<file path="config.mk">
export PLATFORM = sky130hd
export DESIGN_NAME = and8_share_arbiter
export DESIGN_NICKNAME = d
export VERILOG_FILES = /design/src/rtl/and8_share_arbiter.sv
export SDC_FILE = /design/constraint.sdc
export NUM_CORES = 1
export LEC_CHECK = 0
export BUFFER_PORTS_ARGS = -buffer_cell sky130_fd_sc_hd__buf_2
export CAP_MARGIN = 20
export CORE_MARGIN = 3
export CORE_UTILIZATION = 50
export DETAILED_ROUTE_END_ITERATION = 6
export GPL_ROUTABILITY_DRIVEN = 0
export PLACE_DENSITY = 0.77
export SLEW_MARGIN = 40
export SYNTH_ARGS = -nofsm -noshare
export SYNTH_HDL_FRONTEND = slang
export SYNTH_SLANG_ARGS = --single-unit
</file>
<file path="constraint.sdc">
create_clock -name clk -period 5 [get_ports clk]
set_clock_uncertainty 0.1 [all_clocks]
set_input_delay 0.25 -clock clk [delete_from_list [all_inputs] [get_ports clk]]
set_output_delay 0.25 -clock clk [all_outputs]
set_load 0.02 [all_outputs]
</file>
<file path="src/rtl/and8_share_arbiter.sv">
// rtl/and8_share_arbiter.sv - round-robin arbiter time-sharing one 8-input AND reduction
//
// Purpose:
//   NREQ requesters share a single 8-bit AND-reduction datapath. A round-robin
//   pointer picks one pending request in IDLE and latches its operand. The FSM
//   then walks EVAL (compute) and RESP (hold result/done), giving a fixed
//   throughput of one operation every three cycles under continuous load.
//
// Ports:
//   clk     in   1        system clock, rising edge
//   rst_n   in   1        asynchronous active-low reset
//   req     in   NREQ     level request, bit i = requester i
//   data    in   8*NREQ   operands, requester i drives [8*i+7:8*i]
//   gnt     out  NREQ     one-hot grant, held from grant edge until RESP ends
//   done    out  NREQ     one-cycle pulse to the owner while the result is valid
//   out     out  1        AND of the latched operand, holds between operations
//   out_id  out  IDW      index of the requester that owns out
//   busy    out  1        high in EVAL and RESP

module and8_share_arbiter #(
  parameter int NREQ = 4,
  parameter int IDW  = 2
) (
  input  logic              clk,
  input  logic              rst_n,
  input  logic [NREQ-1:0]   req,
  input  logic [8*NREQ-1:0] data,
  output logic [NREQ-1:0]   gnt,
  output logic [NREQ-1:0]   done,
  output logic              out,
  output logic [IDW-1:0]    out_id,
  output logic              busy
);

  typedef enum logic [1:0] {
    ST_IDLE = 2'd0,
    ST_EVAL = 2'd1,
    ST_RESP = 2'd2
  } state_t;

  localparam logic [NREQ-1:0] ONE_HOT_0 = {{(NREQ-1){1'b0}}, 1'b1};
  localparam logic [IDW-1:0]  LAST_ID   = IDW'(NREQ-1);

  state_t            state_q;
  logic [IDW-1:0]    ptr_q;
  logic [IDW-1:0]    ptr_d;
  logic [7:0]        opnd_q;
  logic [IDW-1:0]    id_q;
  logic [NREQ-1:0]   gnt_q;
  logic [NREQ-1:0]   done_q;
  logic              out_q;
  logic [IDW-1:0]    out_id_q;
  logic              busy_q;

  logic              win_valid;
  logic [IDW-1:0]    win_idx;
  logic [7:0]        win_data;

  // Round-robin search: visit ptr, ptr+1, ... (mod NREQ); first set bit wins.
  always_comb begin
    logic [IDW-1:0] idx;
    win_valid = 1'b0;
    win_idx   = '0;
    idx       = ptr_q;
    for (int k = 0; k < NREQ; k++) begin
      if (!win_valid && req[idx]) begin
        win_valid = 1'b1;
        win_idx   = idx;
      end
      if (idx == LAST_ID) begin
        idx = '0;
      end else begin
        idx = idx + 1'b1;
      end
    end
  end

  // Operand slice of the winner; only consumed on the grant edge.
  assign win_data = data[{win_idx, 3'b000} +: 8];

  // Pointer moves just past the owner so a held request cannot starve others.
  always_comb begin
    ptr_d = '0;
    if (id_q != LAST_ID) begin
      ptr_d = id_q + 1'b1;
    end
  end

  always_ff @(posedge clk or negedge rst_n) begin
    if (!rst_n) begin
      state_q  <= ST_IDLE;
      ptr_q    <= '0;
      opnd_q   <= '0;
      id_q     <= '0;
      gnt_q    <= '0;
      done_q   <= '0;
      out_q    <= 1'b0;
      out_id_q <= '0;
      busy_q   <= 1'b0;
    end else begin
      case (state_q)
        ST_IDLE: begin
          if (win_valid) begin
            opnd_q  <= win_data;
            id_q    <= win_idx;
            gnt_q   <= ONE_HOT_0 << win_idx;
            busy_q  <= 1'b1;
            state_q <= ST_EVAL;
          end
        end
        ST_EVAL: begin
          out_q    <= &opnd_q;
          out_id_q <= id_q;
          done_q   <= ONE_HOT_0 << id_q;
          state_q  <= ST_RESP;
        end
        ST_RESP: begin
          ptr_q   <= ptr_d;
          done_q  <= '0;
          gnt_q   <= '0;
          busy_q  <= 1'b0;
          state_q <= ST_IDLE;
        end
        default: begin
          // Unreachable encoding: drop any ownership and fall back to IDLE.
          gnt_q   <= '0;
          done_q  <= '0;
          busy_q  <= 1'b0;
          state_q <= ST_IDLE;
        end
      endcase
    end
  end

  assign gnt    = gnt_q;
  assign done   = done_q;
  assign out    = out_q;
  assign out_id = out_id_q;
  assign busy   = busy_q;

endmodule

</file>
==> impl_metrics.yaml <==
clock_tree:
  cts.sinks: 26
  cts_root_buffer: "clkbuf_4"
  clk-insertion-delay-late_ns: 0.33
  cts_made_buffers: 3
  clk_pin_slew_ns: 0.14
  cts_max_path_buffers: 2
  cts-htree-levels: 1
  ctsResizeCount: 0
  cts_tree: "done"
layout:
  finalInstanceArea_sq_mm: 0.00200
  num-fill-cells: 306
  fin_cells: 267
  final-seq-area_sq_um: 652
  antenna_cells: 0
  nets: 267
  drive_gt1_share_pct: 31.8
  syn_to_final_growth_pct: 13.5
  multi_input_area_sq_um: 973
synth:
  yosysSeqAreaShare_pct: 36.9
  synthFlopType: "dfrtp_1"
  yosys_warnings: 0
  ys_types: 41
  synth_top_cell_area_share_pct: 36.9
  syn_inst: 184
  yosys.cell_count.top_type: "dfrtp_1"
  synth_area_leaders: "dfrtp_1 (37%), mux2i_1 (7.9%), buf_6 (4.5%), a21oi_1 (4.3%), o221ai_1 (4.0%)"
  synth_commonest_cells: "dfrtp_1 (26), nand2_1 (18), a21oi_1 (15)"
  ys_ff_latch: 26
  synth_edf_count: 0
  synth_top_area_cell: "dfrtp_1"
  synthArstFlopShare_pct: 100
  synth_fp_nets: 227
  avgSynthCellArea_sq_um: 9.59
  synthesis.area_sq_mm: 0.00176
setup_path:
  cp_max_fo: 28
  cp-start-kind: "flop"
  path_class: "flop to flop"
  worstPathRequired_ns: 5.14
  endpoint_kind: "flop"
  cp.arrival_ns: 3.47
timing:
  finalSetupTns_ns: 0
  min_period_ns: 3.33
  rsz0062_at_grt: "no"
  clock.fmax_mhz: 300
  hold_viol_final: 0
  worst_pin_slew_ns: 0.574
  max_slew_margin_pct: 61.7
  finalCritPeriodShare_pct: 66.6
  slew_viol_final: 0
  final.setup.worst_slack_ns: 1.67
  setup_viol: 0
floorplan:
  rows: 20
  die_h_um: 65.4
  die_area_sq_mm: 0.00428
  core_area_sq_mm: 0.00320
  start_util_pct: 55.1
  io_pins: 50
  dieWidth_um: 65.4
route:
  drc: 0
  viasPerCell: 5.71
  drtIter0Drc: 173
  vias: 1524
  first_pass_iters: 4
  wl_per_cell_um: 14.1
  drt_wl_total_um: 3750
  ant_nets: 0
min_path:
  hold_class: "input pin to flop"
run:
  max_cap_violations: 0
pwr:
  total_power_mw: 1.46
  leakage_nw: 0.935
  peakVddDrop_v: 0.000393
  cellPowerDensity_mw_per_mm2: 732
place:
  place_ws_ns: 1.41
  portBuffers: 49
  numPlacedInstances: 262
  dpl-instance-area_sq_mm: 0.00195
  hpwl_um: 2720
global_route:
  grt_pass1_wl_um: 6180
  overflow: 0
  antenna_found_initial: 0
  grt_max_degree: 30
  grtUsageTotal_pct: 18.1
  first_global_vias: 1381
run_status:
  status: "completed"
==> what timing repair did <==
action | CTS | global route
setup buffers | 0 | 0
hold buffers | 1 | 0
endpoints found under the hold margin | 26 | 0
==> worst paths after layout <==
kind / from / to / slack [ns] / cells after the start
max in group asynchronous: rst_n / ptr_q[0]$_DFFE_PN0N_ / 4.06 / 2
min in group asynchronous: rst_n / out$_DFFE_PN0P_ / 0.32 / 2
worst max register to register: ptr_q[0]$_DFFE_PN0N_ / opnd_q[2]$_DFFE_PN0P_ / 1.67 / 8
worst min-delay path: data[17] / opnd_q[1]$_DFFE_PN0P_ / 0.10 / 3
worst min register to register: out_id[0]$_DFFE_PN0P_ / out_id[0]$_DFFE_PN0P_ / 0.41 / 2
worst max-delay path: ptr_q[0]$_DFFE_PN0N_ / opnd_q[2]$_DFFE_PN0P_ / 1.67 / 8
==> area by class of cell <==
class / count / share of cell area, %
well taps: 44 / 2.75
flip-flops and latches: 26 / 32.6
clock buffers: 4 / 1.81
inverters: 6 / 1.13
multi-input cells: 136 / 48.6
repair buffers: 51 / 13.1
==> worst max-delay path, cell delays in order (launching register included) <==
cell and delay (ns):
dfrtp_2 0.68, ha_1 0.48, and3b_2 0.30, nor4b_1 0.27, o21ai_1 0.16, a211o_1 0.44
nor2_4 0.42, a21boi_0 0.18, o221ai_1 0.21
==> power by group <==
group          total [mW]  internal (mW)  switching [mW]
registers           0.423          0.313           0.110
logic               0.935          0.414           0.521
clock network       0.107         0.0447          0.0623
==> cells in the final DEF, fill, tap and decap left out, drive strengths merged <==
cell type    synthesis  routed
nor4                 2       2
a22o                 1       1
nor2                12      12
xnor2                1       1
inv                  6       6
and4bb               1       1
nand4                2       2
mux4                 1       1
o21a                 1       1
or3                  1       1
a22oi                2       2
ha                   5       5
dlygate4sd3          0       1
a21boi               8       8
nor3b                3       3
a21oi               18      18
o31ai                3       3
and3b                1       1
buf                 12      50
nand2b               5       5
mux2i               14      14
mux2                 4       4
o22ai                1       1
nand2               18      18
o221ai               8       8
a21o                 1       1
clkbuf               4       4
o21ai                9       9
dfrtp               26      26
nand3b               3       3
nor2b                2       2
a31oi                2       2
nand3                1       1
a211o                2       2
nor4b                4       4
==> kinds of logic after synthesis <==
family | Yosys count | share of synthesized area [%]
AOI/OAI and AO/OA | 56 | 21.6
and+or+nand+nor | 55 | 17.6
DFF | 26 | 36.9
buffers and inverters | 22 | 8.16
muxes | 19 | 11.8
adders and majority gates | 5 | 3.55
xor gates and xnor gates | 1 | 0.497
==> per-layer routing <==
layer / GRT usage (%) / vias up / routed length (um)
li1: - / 747 / -
met5: 0 / - / 0
met1: 25.7 / 728 / 1760
met3: 2.74 / 7 / 164
met2: 28.3 / 42 / 1760
met4: 6.22 / 0 / 68
==> flip-flops by register name, summed over array words and instances, names as in the netlist <==
name     count
opnd_q       8
out          1
busy         1
done         4
ptr_q        2
out_id       2
state_q      2
id_q         2
gnt          4
==> metrics by stage <==
| step | utilization [%] | hold slack (ns) |
|---|---|---|
| detailed placement | 61.0 | 0.182 |
| finish | 62.5 | 0.105 |
| CTS | 62.5 | 0.0991 |
| global placement | 61.0 | 0.176 |
| global route | 62.5 | 0.111 |
| floorplan | - | -0.146 |
Power figures use the tool's default switching activity.
